### src/rtl/wb_arbiter_if.sv
`default_nettype none
//============================================================================
// Module      : wb_arbiter_if
// Description : Bundle of the write-back request and result signals between
//               the three producers (MUL stage 4/5, load return, ALU) and the
//               register-file write port.
//               Signal suffixes are given from the arbiter's point of view:
//               *_i are driven by the producers, *_o by the arbiter.
// Modports    : slave  - the arbiter (consumes requests, drives write port)
//               master - the pipeline side (drives requests, observes port)
// Ports       : ex4_valid_i                    MUL stage 4 valid
//               ex5_valid_i/_wr_reg_i/_result_i MUL result (no back-pressure)
//               mem_valid_i/_ready_o/_wr_reg_i/_data_i  load return
//               alu_valid_i/_ready_o/_wr_reg_i/_data_i  ALU result
//               wb_reg_wr_en_o, wb_wr_reg_o, wb_data_o, wb_src_o  write port
//               mul_wb_next_o, mul_throttle_o   decode-side hints
// Revision    : 1.0 - initial release
//============================================================================
interface wb_arbiter_if #(
    parameter int DATA_WIDTH     = 32,
    parameter int REGISTER_WIDTH = 5
);
    // MUL pipeline
    logic                      ex4_valid_i;
    logic                      ex5_valid_i;
    logic [REGISTER_WIDTH-1:0] ex5_wr_reg_i;
    logic [DATA_WIDTH-1:0]     ex5_result_i;

    // Load return
    logic                      mem_valid_i;
    logic                      mem_ready_o;
    logic [REGISTER_WIDTH-1:0] mem_wr_reg_i;
    logic [DATA_WIDTH-1:0]     mem_data_i;

    // ALU result
    logic                      alu_valid_i;
    logic                      alu_ready_o;
    logic [REGISTER_WIDTH-1:0] alu_wr_reg_i;
    logic [DATA_WIDTH-1:0]     alu_data_i;

    // Register-file write port and decode hints
    logic                      wb_reg_wr_en_o;
    logic [REGISTER_WIDTH-1:0] wb_wr_reg_o;
    logic [DATA_WIDTH-1:0]     wb_data_o;
    logic [1:0]                wb_src_o;
    logic                      mul_wb_next_o;
    logic                      mul_throttle_o;

    modport slave (
        input  ex4_valid_i, ex5_valid_i, ex5_wr_reg_i, ex5_result_i,
        input  mem_valid_i, mem_wr_reg_i, mem_data_i,
        input  alu_valid_i, alu_wr_reg_i, alu_data_i,
        output mem_ready_o, alu_ready_o,
        output wb_reg_wr_en_o, wb_wr_reg_o, wb_data_o, wb_src_o,
        output mul_wb_next_o, mul_throttle_o
    );

    modport master (
        output ex4_valid_i, ex5_valid_i, ex5_wr_reg_i, ex5_result_i,
        output mem_valid_i, mem_wr_reg_i, mem_data_i,
        output alu_valid_i, alu_wr_reg_i, alu_data_i,
        input  mem_ready_o, alu_ready_o,
        input  wb_reg_wr_en_o, wb_wr_reg_o, wb_data_o, wb_src_o,
        input  mul_wb_next_o, mul_throttle_o
    );
endinterface : wb_arbiter_if
`default_nettype wire

### src/rtl/wb_arbiter.sv
`default_nettype none
//============================================================================
// Module      : wb_arbiter
// Description : Single-port register-file write-back arbiter.
//               MUL results (stage 5) cannot stall and always win. Load
//               returns and ALU results share the remaining slots with a
//               1-bit round-robin pointer. The winner's payload is
//               registered onto the write port one cycle later. A
//               saturating starve counter raises mul_throttle_o so decode
//               stops issuing MULs when they keep blocking MEM/ALU.
// Ports       : clk_i  - clock, rising edge
//               rst_i  - asynchronous reset, active low
//               bus    - wb_arbiter_if.slave (requests in, write port out)
// Revision    : 1.0 - initial release
//============================================================================
module wb_arbiter #(
    parameter int DATA_WIDTH     = 32,
    parameter int REGISTER_WIDTH = 5,
    parameter int STARVE_LIMIT   = 4    // legal range 1..15
) (
    input  wire logic   clk_i,
    input  wire logic   rst_i,
    wb_arbiter_if.slave bus
);

    // Write-port source codes
    localparam logic [1:0] SRC_NONE = 2'd0;
    localparam logic [1:0] SRC_MUL  = 2'd1;
    localparam logic [1:0] SRC_MEM  = 2'd2;
    localparam logic [1:0] SRC_ALU  = 2'd3;

    // Round-robin pointer: which of MEM/ALU was granted most recently
    localparam logic RR_MEM = 1'b0;
    localparam logic RR_ALU = 1'b1;

    localparam logic [3:0] STARVE_LIM = 4'(STARVE_LIMIT);

    // ------------------------------------------------------------------
    // State
    // ------------------------------------------------------------------
    logic                      run_q;          // low for the first edge after reset
    logic                      last_rr_q,   last_rr_d;
    logic [3:0]                starve_q,    starve_d;
    logic                      throttle_q,  throttle_d;
    logic                      wr_en_q,     wr_en_d;
    logic [1:0]                src_q,       src_d;
    logic [REGISTER_WIDTH-1:0] wr_reg_q,    wr_reg_d;
    logic [DATA_WIDTH-1:0]     data_q,      data_d;

    // ------------------------------------------------------------------
    // Combinational grant
    // ------------------------------------------------------------------
    logic                      grant_mul;
    logic                      grant_mem;
    logic                      grant_alu;
    logic                      grant_any;
    logic                      rr_pending;
    logic [REGISTER_WIDTH-1:0] sel_reg;
    logic [DATA_WIDTH-1:0]     sel_data;
    logic [1:0]                sel_src;

    // run_q is cleared asynchronously by reset, so every grant (and both
    // ready outputs) drops the moment reset asserts, and a request that was
    // waiting when reset hit is never transferred.
    always_comb begin
        grant_mul = 1'b0;
        grant_mem = 1'b0;
        grant_alu = 1'b0;
        if (run_q) begin
            if (bus.ex5_valid_i) begin
                grant_mul = 1'b1;
            end else if (bus.mem_valid_i && bus.alu_valid_i) begin
                // Tie: serve whichever was not granted last
                if (last_rr_q == RR_ALU) begin
                    grant_mem = 1'b1;
                end else begin
                    grant_alu = 1'b1;
                end
            end else if (bus.mem_valid_i) begin
                grant_mem = 1'b1;
            end else if (bus.alu_valid_i) begin
                grant_alu = 1'b1;
            end
        end
    end

    assign grant_any  = grant_mul | grant_mem | grant_alu;
    assign rr_pending = bus.mem_valid_i | bus.alu_valid_i;

    // Payload of the winner
    always_comb begin
        sel_reg  = '0;
        sel_data = '0;
        sel_src  = SRC_NONE;
        if (grant_mul) begin
            sel_reg  = bus.ex5_wr_reg_i;
            sel_data = bus.ex5_result_i;
            sel_src  = SRC_MUL;
        end else if (grant_mem) begin
            sel_reg  = bus.mem_wr_reg_i;
            sel_data = bus.mem_data_i;
            sel_src  = SRC_MEM;
        end else if (grant_alu) begin
            sel_reg  = bus.alu_wr_reg_i;
            sel_data = bus.alu_data_i;
            sel_src  = SRC_ALU;
        end
    end

    // ------------------------------------------------------------------
    // Next-state
    // ------------------------------------------------------------------
    always_comb begin
        wr_en_d   = 1'b0;
        src_d     = SRC_NONE;
        wr_reg_d  = wr_reg_q;   // index/data hold on idle cycles
        data_d    = data_q;
        last_rr_d = last_rr_q;
        starve_d  = starve_q;

        if (grant_any) begin
            wr_reg_d = sel_reg;
            data_d   = sel_data;
            src_d    = sel_src;
            // x0 is hard-wired zero: the slot is consumed but nothing is written
            wr_en_d  = (sel_reg != '0);
        end

        // MUL grants leave the round-robin pointer alone
        if (grant_mem) begin
            last_rr_d = RR_MEM;
        end else if (grant_alu) begin
            last_rr_d = RR_ALU;
        end

        if (grant_mul && rr_pending) begin
            if (starve_q < STARVE_LIM) begin
                starve_d = starve_q + 4'd1;
            end
        end else if (grant_mem || grant_alu || !rr_pending) begin
            starve_d = 4'd0;
        end

        // Registered from the next counter value so throttle rises in the
        // same cycle the counter reaches the limit.
        throttle_d = (starve_d >= STARVE_LIM);
    end

    // ------------------------------------------------------------------
    // Registers
    // ------------------------------------------------------------------
    always_ff @(posedge clk_i or negedge rst_i) begin
        if (!rst_i) begin
            run_q      <= 1'b0;
            last_rr_q  <= RR_ALU;   // MEM wins the first tie
            starve_q   <= 4'd0;
            throttle_q <= 1'b0;
            wr_en_q    <= 1'b0;
            src_q      <= SRC_NONE;
            wr_reg_q   <= '0;
            data_q     <= '0;
        end else begin
            run_q      <= 1'b1;
            last_rr_q  <= last_rr_d;
            starve_q   <= starve_d;
            throttle_q <= throttle_d;
            wr_en_q    <= wr_en_d;
            src_q      <= src_d;
            wr_reg_q   <= wr_reg_d;
            data_q     <= data_d;
        end
    end

    // ------------------------------------------------------------------
    // Outputs
    // ------------------------------------------------------------------
    assign bus.mem_ready_o    = grant_mem;
    assign bus.alu_ready_o    = grant_alu;
    assign bus.wb_reg_wr_en_o = wr_en_q;
    assign bus.wb_src_o       = src_q;
    assign bus.wb_wr_reg_o    = wr_reg_q;
    assign bus.wb_data_o      = data_q;
    assign bus.mul_wb_next_o  = bus.ex4_valid_i;
    assign bus.mul_throttle_o = throttle_q;

endmodule : wb_arbiter
`default_nettype wire

### src/flat_wrapper.sv
// flat-port wrapper written by rule: the top's interface ports become plain ports
module wb_arbiter_flat 
#(
    parameter int DATA_WIDTH     = 32,
    parameter int REGISTER_WIDTH = 5,
    parameter int STARVE_LIMIT   = 4                        
)
  (clk_i, rst_i, bus_ex4_valid_i, bus_ex5_valid_i, bus_ex5_wr_reg_i, bus_ex5_result_i, bus_mem_valid_i, bus_mem_wr_reg_i, bus_mem_data_i, bus_alu_valid_i, bus_alu_wr_reg_i, bus_alu_data_i, bus_mem_ready_o, bus_alu_ready_o, bus_wb_reg_wr_en_o, bus_wb_wr_reg_o, bus_wb_data_o, bus_wb_src_o, bus_mul_wb_next_o, bus_mul_throttle_o);
  wb_arbiter_if #(.DATA_WIDTH(DATA_WIDTH), .REGISTER_WIDTH(REGISTER_WIDTH)) bus_i ();
  input  wire logic clk_i;
  input  wire logic rst_i;
  input wire logic [$bits(bus_i.ex4_valid_i)-1:0] bus_ex4_valid_i;
  input wire logic [$bits(bus_i.ex5_valid_i)-1:0] bus_ex5_valid_i;
  input wire logic [$bits(bus_i.ex5_wr_reg_i)-1:0] bus_ex5_wr_reg_i;
  input wire logic [$bits(bus_i.ex5_result_i)-1:0] bus_ex5_result_i;
  input wire logic [$bits(bus_i.mem_valid_i)-1:0] bus_mem_valid_i;
  input wire logic [$bits(bus_i.mem_wr_reg_i)-1:0] bus_mem_wr_reg_i;
  input wire logic [$bits(bus_i.mem_data_i)-1:0] bus_mem_data_i;
  input wire logic [$bits(bus_i.alu_valid_i)-1:0] bus_alu_valid_i;
  input wire logic [$bits(bus_i.alu_wr_reg_i)-1:0] bus_alu_wr_reg_i;
  input wire logic [$bits(bus_i.alu_data_i)-1:0] bus_alu_data_i;
  output wire logic [$bits(bus_i.mem_ready_o)-1:0] bus_mem_ready_o;
  output wire logic [$bits(bus_i.alu_ready_o)-1:0] bus_alu_ready_o;
  output wire logic [$bits(bus_i.wb_reg_wr_en_o)-1:0] bus_wb_reg_wr_en_o;
  output wire logic [$bits(bus_i.wb_wr_reg_o)-1:0] bus_wb_wr_reg_o;
  output wire logic [$bits(bus_i.wb_data_o)-1:0] bus_wb_data_o;
  output wire logic [$bits(bus_i.wb_src_o)-1:0] bus_wb_src_o;
  output wire logic [$bits(bus_i.mul_wb_next_o)-1:0] bus_mul_wb_next_o;
  output wire logic [$bits(bus_i.mul_throttle_o)-1:0] bus_mul_throttle_o;
  assign bus_i.ex4_valid_i = bus_ex4_valid_i;
  assign bus_i.ex5_valid_i = bus_ex5_valid_i;
  assign bus_i.ex5_wr_reg_i = bus_ex5_wr_reg_i;
  assign bus_i.ex5_result_i = bus_ex5_result_i;
  assign bus_i.mem_valid_i = bus_mem_valid_i;
  assign bus_i.mem_wr_reg_i = bus_mem_wr_reg_i;
  assign bus_i.mem_data_i = bus_mem_data_i;
  assign bus_i.alu_valid_i = bus_alu_valid_i;
  assign bus_i.alu_wr_reg_i = bus_alu_wr_reg_i;
  assign bus_i.alu_data_i = bus_alu_data_i;
  assign bus_mem_ready_o = bus_i.mem_ready_o;
  assign bus_alu_ready_o = bus_i.alu_ready_o;
  assign bus_wb_reg_wr_en_o = bus_i.wb_reg_wr_en_o;
  assign bus_wb_wr_reg_o = bus_i.wb_wr_reg_o;
  assign bus_wb_data_o = bus_i.wb_data_o;
  assign bus_wb_src_o = bus_i.wb_src_o;
  assign bus_mul_wb_next_o = bus_i.mul_wb_next_o;
  assign bus_mul_throttle_o = bus_i.mul_throttle_o;
  wb_arbiter #(.DATA_WIDTH(DATA_WIDTH), .REGISTER_WIDTH(REGISTER_WIDTH), .STARVE_LIMIT(STARVE_LIMIT)) u_core (.clk_i(clk_i), .rst_i(rst_i), .bus(bus_i));
endmodule
### config.mk
export PLATFORM = sky130hd
export DESIGN_NAME = wb_arbiter_flat
export DESIGN_NICKNAME = d
export VERILOG_FILES = /design/src/rtl/wb_arbiter_if.sv /design/src/rtl/wb_arbiter.sv /design/src/flat_wrapper.sv
export SDC_FILE = /design/constraint.sdc
export NUM_CORES = 1
export LEC_CHECK = 0
export BUFFER_PORTS_ARGS = -buffer_cell sky130_fd_sc_hd__clkbuf_2
export CAP_MARGIN = 25
export CORE_ASPECT_RATIO = 0.5
export CORE_MARGIN = 1.5
export CORE_UTILIZATION = 45
export CTS_BUF_LIST = sky130_fd_sc_hd__clkbuf_4 sky130_fd_sc_hd__clkbuf_8 sky130_fd_sc_hd__clkbuf_16
export CTS_CLUSTER_DIAMETER = 40
export DETAILED_ROUTE_END_ITERATION = 6
export GPL_TIMING_DRIVEN = 0
export PLACE_DENSITY = 0.94
export SYNTH_ARGS = -nofsm -noshare
export SYNTH_HDL_FRONTEND = slang
export SYNTH_SLANG_ARGS = --single-unit
export TNS_END_PERCENT = 5
### constraint.sdc
create_clock -name clk_i -period 3.2 [get_ports clk_i]
set_input_delay 0.64 -clock clk_i [delete_from_list [all_inputs] [get_ports clk_i]]
set_output_delay 0.64 -clock clk_i [all_outputs]
set_load 0.01 [all_outputs]
# Word level (Yosys, flattened, before mapping)

Cells that the tools add are included.

Register bits after elaboration: 47
Input port bits: 117
Output and inout bits: 44

$add $sub $neg: 1
$lt $le $gt $ge: 2
Muxes and demuxes: 29
Bitwise operators: 3
Reduce and logical (&&, ||, !) cells: 7

Operators by type and width:

| kind                                                                   | count |
|---|---|
| 32-bit two-way mux                                                     | 3 |
| 1-bit two-way mux                                                      | 16 |
| 5-bit two-way mux                                                      | 3 |
| 4-bit two-way mux                                                      | 3 |
| 2-bit two-way mux                                                      | 4 |
| 5-bit nonzero test                                                     | 1 |
| 4-bit by 1-bit adder with 4-bit output (second input constant)         | 1 |
| 4-bit by 3-bit >= comparator with 1-bit output (second input constant) | 1 |
| 4-bit by 3-bit < comparator with 1-bit output (second input constant)  | 1 |
| 1-bit OR                                                               | 3 |
| 1-bit logical AND                                                      | 2 |
| 1-bit logical OR                                                       | 2 |
| 2-bit nonzero test                                                     | 1 |
| 1-bit zero test                                                        | 1 |

# Longest topological paths before layout

Gate-level depths: netlist of run 1.

Depth after elaboration: 10
Mapped depth: 7

# Worst setup path after synthesis of run 1

No wires, ideal clock.

Path kind: input-to-output
From: input port bus_ex5_valid_i
To: output port bus_alu_ready_o
Data arrival time: 1279 ps
Required time: 2560 ps
Slack: 1281 ps
Stages: 6
Cells stage by stage: buf_6 nor2b_4 buf_6 buf_6 nand2_1 inv_1

Longest elaborated chain between the ends: 2

RTL lines:

| what              | RTL line           | source |
|---|---|---|
| from (decl)       | flat_wrapper.sv:13 | `input wire logic [$bits(bus_i.ex5_valid_i)-1:0] bus_ex5_valid_i;` |
| 1-bit two-way mux | wb_arbiter.sv:70   | `if (bus.ex5_valid_i) begin` |
| 1-bit two-way mux | wb_arbiter.sv:69   | `if (run_q) begin` |
| to (decl)         | flat_wrapper.sv:23 | `output wire logic [$bits(bus_i.alu_ready_o)-1:0] bus_alu_ready_o;` |

Every way passes these cells.

# Worst setup path in the final report of run 1

From: register u_core.run_q
To: output port bus_alu_ready_o

Longest elaborated chain between the ends: 1

RTL lines:

| what                   | RTL line          | source |
|---|---|---|
| from (decl)            | wb_arbiter.sv:41  | `logic run_q;` |
| from (signal assigned) | wb_arbiter.sv:154 | `run_q <= 1'b0;` |
| from (signal assigned) | wb_arbiter.sv:163 | `run_q <= 1'b1;` |
| 1-bit two-way mux      | wb_arbiter.sv:69  |  |

Every way passes these cells.

==> results of run 1 <==
routing by layer:
metal | global-route usage, % | vias up | wire (µm)
met3 | 5.343 | 25 | 484
met4 | 9.833 | 0 | 214
met5 | 0 | - | 0
met1 | 34.73 | 1350 | 3229
met2 | 48.27 | 130 | 4306
li1 | - | 1298 | -
final timing paths:
check	cells past startpoint	end	slack, ns	startpoint
min in group clk_i	2	u_core.bus.wb_data_o[16]	0.49	u_core.bus.wb_data_o[16]
max reg2reg	7	u_core.bus.wb_data_o[5]	1.54	u_core.run_q
min reg2reg	2	u_core.bus.wb_data_o[16]	0.49	u_core.bus.wb_data_o[16]
max	7	bus_alu_ready_o	0.94	u_core.run_q
min	1	u_core.bus.wb_data_o[31]	0.24	rst_i
max in group asynchronous	2	u_core.bus.wb_data_o[16]	2.46	rst_i
power by group through the flow:
stage | combinational (W) | clock, W | sequential [W]
CTS | 0.000432 | 0.000679 | 0.000718
floorplan | 0.000185 | 0 | 0.000759
detailed placement | 0.000426 | 0 | 0.000728
global route | 0.000471 | 0.000707 | 0.000729
global placement | 0.000413 | 0 | 0.000725
finish | 0.000433 | 0.000675 | 0.000719
cells by family after synthesis:
family,Yosys count
flip-flops,47
AND/OR/NAND/NOR,94
AO/OA/AOI/OAI,84
buffers and inverters,29
other,1
adder cells (fa/ha/maj),1
through the flow:
stage | utilization (%) | cell area (µm²) | worst slack [ns] | power, W
6_report | 66.67 | 3661 | 0.9409 | 0.001828
5_1_grt | 66.67 | 3661 | 0.9006 | 0.001907
4_1_cts | 66.67 | 3661 | 0.9789 | 0.001828
3_5_place_dp | 63.16 | 3468 | 1.042 | 0.001154
3_3_place_gp | 62.79 | 3448 | 1.078 | 0.001138
2_1_floorplan | - | 2571 | 1.281 | 0.0009438
flip-flops by register name (all words and copies together), names as in the netlist:
signal / cells
u_core.bus.mul_throttle_o: 1
u_core.bus.wb_data_o: 32
u_core.bus.wb_reg_wr_en_o: 1
u_core.bus.wb_src_o: 2
u_core.bus.wb_wr_reg_o: 5
u_core.last_rr_q: 1
u_core.run_q: 1
u_core.starve_q: 4
Yosys cell counts (all sizes together):
master	n	area [µm²]
a32o	4	40.04
a22oi	1	7.510
nor4b	1	8.760
o31ai	1	21.27
o21ai	1	5.000
conb	1	3.750
a211oi	1	7.510
inv	2	7.500
nand2b	3	18.77
a221o	4	40.04
dfrtp	46	1151
buf	27	239.0
nand2	40	150.1
a32oi	33	289.0
o211ai	33	247.7
a21o	1	7.510
a21oi	1	5.000
and2	3	21.27
nand3	2	22.52
nand4	4	25.02
dfstp	1	26.28
nor2	36	135.1
and4b	1	10.01
a31oi	1	6.260
ha	1	12.51
o21a	2	15.01
or4	3	22.52
a21boi	1	11.26
nor2b	1	13.76
cell type report:
class,count,share of cell area [%]
Multi-Input combinational cell,180,31.34
Inverter,2,0.2051
Sequential cell,47,32.16
Buffer,27,6.528
Timing Repair Buffer,158,22.01
Clock inverter,3,1.846
Clock buffer,5,3.418
Tap cell,73,2.495
worst max-delay path, cell delays in order, from the launching register on:
cell,delay (ns)
dfrtp_1,0.37
buf_6,0.15
nor2b_4,0.15
buf_6,0.14
buf_6,0.16
nand2_1,0.11
inv_1,0.10
clkbuf_2,0.15
==> impl_metrics.json, run 1 <==
{
  "status": "completed",
  "grt_overflow": 0,
  "switching_share_pct": 27.71,
  "clock_skew_ns": 0.005263,
  "worst_slew_pin_slew_ns": 0.5594,
  "synth_cell_types": 34,
  "p_leak_nw": 1.833,
  "dr_total_vias": 2803,
  "syn-mean-instance-area_um2": 10.04,
  "cap_violations": 0,
  "hold_path.class": "in -> async",
  "muxShareOfSynthArea_pct": 0,
  "htree_levels": 2,
  "place.gp.congestion": 0.8040,
  "initial_core_util_pct": 46.82,
  "rsz0062_at_grt": "no",
  "io_pins": 161,
  "clockBufferDepth": 2,
  "num_rows": 19,
  "relSlewSlack_pct": 62.71,
  "area_growth_pct": 42.38,
  "pwr-share-comb_pct": 23.7,
  "wl_per_cell_um": 16.64,
  "synth.net_count": 374,
  "die_w_um": 109.9,
  "hold_buffers": 0,
  "layout_common_cells": "clkbuf_2, dfrtp_1, nand2_1",
  "cts.repair.resized": 0,
  "synth-simple-area-share_pct": 16.64,
  "nNetsFinal": 539,
  "power.density_nw_per_um2": 499.2,
  "synth_compound_area_share_pct": 27.35,
  "final_common_cell": "clkbuf_2",
  "multi_input_area_um2": 1147,
  "grt_use_total_pct": 27.85,
  "synth_top_family_by_area": "compound AO/OA/AOI/OAI gates",
  "critPathMaxFanout": 10,
  "p_sw_w": 0.0005065,
  "synthXorXnorAreaFrac_pct": 0,
  "route.detailed.drc": 0,
  "fin_tns_setup_ns": 0,
  "holdWs_ns": 0.2415,
  "core_um2": 5492,
  "cts_buffers": 5,
  "clk_root_buffer_cell": "clkbuf_16",
  "power_frac_seq_pct": 39.3,
  "intPower_w": 0.001321,
  "cts_tree": "built",
  "grt_pass1_vias": 2755,
  "crit_required_ns": 2.56,
  "fmax_ghz": 0.4427,
  "synth_seq_cells": 47,
  "detail_route.vias_per_cell": 5.663,
  "drtIter0Drc": 177,
  "final_cell_count_no_fill": 495,
  "ant_nets": 0,
  "arrival_ns": 1.62,
  "final_hold_viol_count": 0,
  "drt-total-wl_um": 8235,
  "post_cts_buffers": 0,
  "dpl.cell_count": 487,
  "drive_above_1_share_pct": 47.39,
  "synth_cells": 256,
  "n_antenna_cell": 0,
  "io_buffers": 157,
  "fin_crit_sh_pct": 70.60,
  "min_period_ns": 2.259,
  "syn_area_um2": 2571,
  "cp-start-kind": "flip-flop",
  "cts.clk_slew.worst_paths_ns": 0.07,
  "place_hpwl_um": 5833,
  "die_height_um": 56.45,
  "setup_viol": 0,
  "drv_slew": 0,
  "cts_sinks": 47,
  "antenna_found_initial": 0,
  "path_class": "reg -> out",
  "vdd_drop_max_uv": 259.2,
  "clkPwrFrac_pct": 36.9,
  "die_area_um2": 6204,
  "num-fill-cells": 449,
  "register_area_um2": 1177,
  "grt_max_degree": 36,
  "clk_latency_ns": 0.29,
  "synth_adder_area_share_pct": 0.4866,
  "grt_pass1_wl_um": 13280,
  "ys_warn_count": 0,
  "seq_area_frac_synth_pct": 45.79,
  "crit_path_end_kind": "output port",
  "dr.pass1.iters": 6
}
No activity file was read; power rests on OpenSTA's default activity.
==> run 2, diff against run 1 <==
--- a/config.mk
+++ b/config.mk
@@ -9,12 +9,12 @@
 export CAP_MARGIN = 25
 export CORE_ASPECT_RATIO = 0.5
 export CORE_MARGIN = 1.5
-export CORE_UTILIZATION = 45
+export CORE_UTILIZATION = 43
 export CTS_BUF_LIST = sky130_fd_sc_hd__clkbuf_4 sky130_fd_sc_hd__clkbuf_8 sky130_fd_sc_hd__clkbuf_16
 export CTS_CLUSTER_DIAMETER = 40
 export DETAILED_ROUTE_END_ITERATION = 6
 export GPL_TIMING_DRIVEN = 0
-export PLACE_DENSITY = 0.94
+export PLACE_DENSITY = 0.91
 export SYNTH_ARGS = -nofsm -noshare
 export SYNTH_HDL_FRONTEND = slang
 export SYNTH_SLANG_ARGS = --single-unit
==> constraint.sdc (replaced) <==
create_clock -name clk_i -period 2.13 [get_ports clk_i]
set_input_delay 0.426 -clock clk_i [delete_from_list [all_inputs] [get_ports clk_i]]
set_output_delay 0.426 -clock clk_i [all_outputs]
set_load 0.01 [all_outputs]
==> run 2 against run 1 <==
Compared with the run above: the flow now finishes with violations (design-rule violations); first-iteration DRC count rose by 38%; setup slack got worse by 0.80 ns; hold slack got worse by 0.21 ns; register-to-register slack got worse by 0.97 ns; flip-flop and latch count did not move; clock power rose by 34%; critical path depth fell by 3; global-route usage fell by 2.9 points; highest routed layer unchanged.
==> impl_metrics.json, run 2 (same netlist as run 1, synthesis figures left out) <==
{
  "slowest_delay_ns": 0.56,
  "final_common_cell": "clkbuf_2",
  "fin_crit_sh_pct": 93.20,
  "place_hpwl_um": 6008,
  "largest_reg_flops": 32,
  "critPathMaxFanout": 8,
  "arrival_ns": 1.56,
  "detail_route.vias_per_cell": 5.644,
  "dr_total_vias": 2794,
  "drv_slew": 0,
  "io_buffers": 157,
  "place.gp.congestion": 0.8326,
  "cts_tree": "built",
  "final_area_um2": 3637,
  "num-fill-cells": 480,
  "place_ws_ns": 0.4256,
  "cap_violations": 0,
  "route.detailed.drc": 5,
  "fmax_ghz": 0.5037,
  "cts.clk_slew.worst_paths_ns": 0.07,
  "min_period_ns": 1.985,
  "grt_max_degree": 35,
  "hold_buffers": 0,
  "nNetsFinal": 539,
  "power.density_nw_per_um2": 723.3,
  "antenna_found_initial": 0,
  "p_leak_nw": 1.826,
  "grt_pass1_vias": 2684,
  "grt_pass1_wl_um": 12850,
  "relSlewSlack_pct": 62.50,
  "die_height_um": 57.68,
  "use_met1_pct": 31.20,
  "rsz0062_at_grt": "no",
  "cp_slowest_cell": "dfstp_2",
  "cts_sinks": 47,
  "grt_util_met2_pct": 45.84,
  "cts.repair.resized": 0,
  "dr.pass1.iters": 7,
  "critPathBufInv": 2,
  "n_antenna_cell": 0,
  "reg2reg_from": "u_core.run_q",
  "cts_buffers": 5,
  "busiest_layer": "met2",
  "place_area_um2": 3468,
  "die_w_um": 112.4,
  "setup_ws_ns": 0.1449,
  "num_rows": 19,
  "dpl.cell_count": 487,
  "gr-usage-met3_pct": 3.347,
  "core_um2": 5610,
  "vdd_drop_max_uv": 391.2,
  "drtIter0Drc": 244,
  "area_growth_pct": 41.46,
  "clk_latency_ns": 0.29,
  "wl_per_cell_um": 16.75,
  "ant_nets": 0,
  "fin_tns_setup_ns": 0,
  "grt_use_total_pct": 24.91,
  "post_cts_buffers": 0,
  "worst_slew_pin_slew_ns": 0.5624,
  "cp-start-kind": "flip-flop",
  "drive_above_1_share_pct": 47.39,
  "die_area_um2": 6481,
  "clock_skew_ns": 0.007888,
  "final_cell_count_no_fill": 495,
  "crit_start": "u_core.last_rr_q",
  "drt-total-wl_um": 8290,
  "violations": "design-rule violations",
  "fin_util_pct": 64.83,
  "setup_viol": 0,
  "crit_family": "flip-flops",
  "clk_root_buffer_cell": "clkbuf_16",
  "status": "finished, violations left",
  "hold_path.class": "in -> async",
  "initial_core_util_pct": 45.83,
  "layout_common_cells": "clkbuf_2, dfrtp_1, nand2_1",
  "final_hold_viol_count": 0,
  "grt_overflow": 0,
  "path_cells": "nand2b_1 > nand3_4 > inv_2 > clkbuf_2",
  "path_class": "reg -> out",
  "htree_levels": 2,
  "crit_required_ns": 1.70,
  "crit_path_end_kind": "output port",
  "io_pins": 161,
  "clockBufferDepth": 2
}
run 2: per-layer routing:
metal	vias to the layer above	wire, µm
li1	1304	-
met1	1345	3428
met2	119	4243
met3	26	388
met4	0	230
met5	-	0
run 2: stage by stage:
stage / power, W / hold slack, ns
after floorplan: 0.001418 / 0.1304
after global placement: 0.001709 / 0.4789
after detailed placement: 0.001734 / 0.3547
after CTS: 0.002638 / 0.04529
after global routing: 0.002749 / 0.05397
final: 0.002631 / 0.03511
run 2: where the power goes:
| group | leakage [nW] | switching (W) | internal, W | total [W] |
|---|---|---|---|---|
| clock | 0.0838 | 0.000351 | 0.000554 | 0.000905 |
| sequential | 0.579 | 0.0000637 | 0.00101 | 0.00108 |
| combinational | 1.16 | 0.000350 | 0.000301 | 0.000650 |
| total | 1.83 | 0.000764 | 0.00187 | 0.00263 |
run 2: worst paths after layout:
path / end / slack, ns / depth (start not counted)
setup / recovery: bus_mem_ready_o / 0.14 / 4
hold / removal: u_core.bus.wb_data_o[6] / 0.04 / 1
setup reg to reg: u_core.bus.wb_reg_wr_en_o / 0.57 / 6
hold reg to reg: u_core.bus.wb_data_o[17] / 0.49 / 2
max in group asynchronous: u_core.bus.wb_data_o[24] / 1.58 / 2
min in group clk_i: u_core.bus.wb_data_o[9] / 0.38 / 3
run 2: final cells by class:
type	count	area (µm²)	area share, %
Clock buffer	5	125.1	3.440
Sequential cell	47	1177	32.37
Clock inverter	3	43.79	1.204
Inverter	2	7.507	0.2064
Timing Repair Buffer	158	805.8	22.15
Multi-Input combinational cell	180	1147	31.54
Tap cell	73	91.34	2.511
Buffer	27	239.0	6.570
==> run 3, diff against run 2 <==
--- a/config.mk
+++ b/config.mk
@@ -14,7 +14,9 @@
 export CTS_CLUSTER_DIAMETER = 40
 export DETAILED_ROUTE_END_ITERATION = 6
 export GPL_TIMING_DRIVEN = 0
+export HOLD_SLACK_MARGIN = 0.15
 export PLACE_DENSITY = 0.91
+export RECOVER_POWER = 25
 export SYNTH_ARGS = -nofsm -noshare
 export SYNTH_HDL_FRONTEND = slang
 export SYNTH_SLANG_ARGS = --single-unit
==> run 3 against run 2 <==
Compared with the run above: flip-flop and latch count unchanged; critical endpoint unchanged; clock skew down 0.00099 ns; combinational power about the same; highest routed layer unchanged; setup slack improved by 0.0051 ns; the flow still finishes with violations (design-rule violations); cell area is 0.14% lower.
==> impl_metrics.json, run 3 (same netlist as run 1, synthesis figures left out) <==
{
  "die_area_um2": 6481,
  "nNetsFinal": 540,
  "dr_total_vias": 2783,
  "grt_overflow": 0,
  "fin_crit_sh_pct": 92.96,
  "die_w_um": 112.4,
  "final_common_cell": "clkbuf_2",
  "fin_util_pct": 64.74,
  "detail_route.vias_per_cell": 5.611,
  "grt_pass1_vias": 2697,
  "crit_path_end_kind": "output port",
  "reg2reg_from": "u_core.run_q",
  "place.gp.congestion": 0.8326,
  "area_growth_pct": 41.27,
  "wl_per_cell_um": 16.79,
  "p_leak_nw": 1.820,
  "core_um2": 5610,
  "grt_max_degree": 35,
  "hold_path.class": "in -> reg",
  "grt_pass1_wl_um": 12880,
  "final_hold_viol_count": 0,
  "drive_above_1_share_pct": 46.81,
  "critPathMaxFanout": 8,
  "grt_use_total_pct": 25.02,
  "holdWs_ns": 0.3756,
  "num_rows": 19,
  "io_buffers": 157,
  "crit_start": "u_core.last_rr_q",
  "route.detailed.drc": 5,
  "clk_root_buffer_cell": "clkbuf_16",
  "post_cts_buffers": 0,
  "antenna_found_initial": 0,
  "setup_viol": 0,
  "min_period_ns": 1.980,
  "n_antenna_cell": 0,
  "min-delay-start": "bus_ex5_result_i[3]",
  "fin_tns_setup_ns": 0,
  "cts_sinks": 47,
  "layout_common_cells": "clkbuf_2, dfrtp_1, nand2_1",
  "clockBufferDepth": 2,
  "cap_violations": 0,
  "htree_levels": 2,
  "io_pins": 161,
  "ant_nets": 0,
  "die_height_um": 57.68,
  "cts.clk_slew.worst_paths_ns": 0.07,
  "place_hpwl_um": 6008,
  "crit_required_ns": 1.70,
  "drtIter0Drc": 184,
  "clock_skew_ns": 0.006896,
  "power.density_nw_per_um2": 722.7,
  "path_class": "reg -> out",
  "rsz0062_at_grt": "no",
  "arrival_ns": 1.55,
  "vdd_drop_max_uv": 386.1,
  "hold_buffers": 1,
  "cts_buffers": 5,
  "cp-start-kind": "flip-flop",
  "dr.pass1.iters": 7,
  "cts_tree": "built",
  "clk_latency_ns": 0.29,
  "initial_core_util_pct": 45.83,
  "cts.repair.resized": 0,
  "largest_reg_flops": 32,
  "worst_slew_pin_slew_ns": 0.7162,
  "violations": "design-rule violations",
  "drv_slew": 0,
  "relSlewSlack_pct": 52.26,
  "num-fill-cells": 479,
  "fmax_ghz": 0.5050,
  "status": "finished, violations left",
  "drt-total-wl_um": 8327
}
==> run 3: changes by cell type in the layout (fill, tap and decap cells not counted) <==
cell	before	now
clkbuf_2	157	155
clkbuf_1	0	2
buf_12	1	0
dlygate4sd3_1	0	1
clkbuf_4	0	1
==> run 3: through the flow <==
step,setup slack [ns],power (W),cells,instance area (µm²)
after floorplan,0.6387,0.001418,256,2571
after global placement,0.4359,0.001709,486,3448
after detailed placement,0.4256,0.001734,487,3468
after CTS,0.1627,0.002639,496,3647
after global routing,0.05728,0.002748,496,3632
final,0.1500,0.002625,496,3632
==> run 3: final timing paths <==
| kind | endpoint | slack, ns | cells past startpoint |
|---|---|---|---|
| worst max-delay path | bus_mem_ready_o | 0.15 | 4 |
| worst min-delay path | u_core.bus.wb_data_o[3] | 0.38 | 3 |
| worst max register to register | u_core.bus.wb_data_o[1] | 0.59 | 7 |
| worst min register to register | u_core.bus.wb_data_o[17] | 0.49 | 2 |
| max in group asynchronous | u_core.bus.wb_data_o[15] | 0.37 | 3 |
| min in group asynchronous | u_core.bus.wb_data_o[6] | 0.74 | 2 |
==> run 3: worst max-delay path: stages, from the launching register on <==
cell and delay, ns:
dfstp_2 0.56, nand2b_1 0.22, nand3_4 0.16, inv_2 0.15, clkbuf_2 0.17
==> run 3: routing by layer <==
layer	GRT usage, %	share of wire, %	vias up
met5	0	0	-
met4	8.680	2.9	0
met3	3.452	4.4	25
met2	46.10	51	108
met1	31.07	41	1344
li1	-	-	1306
==> run 3: final cells by class <==
class	count	area [µm²]	area share [%]
sequential	47	1177	32.41
multi-input combinational	180	1147	31.59
timing repair buffer	159	800.8	22.05
buffer	27	239.0	6.579
clock buffer	5	125.1	3.445
tap	73	91.34	2.515
clock inverter	3	43.79	1.206
inverter	2	7.507	0.2067
==> run 3: power breakdown <==
part           total (W)  switching, W  internal, W
clock           0.000902      0.000348     0.000554
sequential       0.00107     0.0000633      0.00101
combinational   0.000648      0.000349     0.000299
total            0.00262      0.000761      0.00186
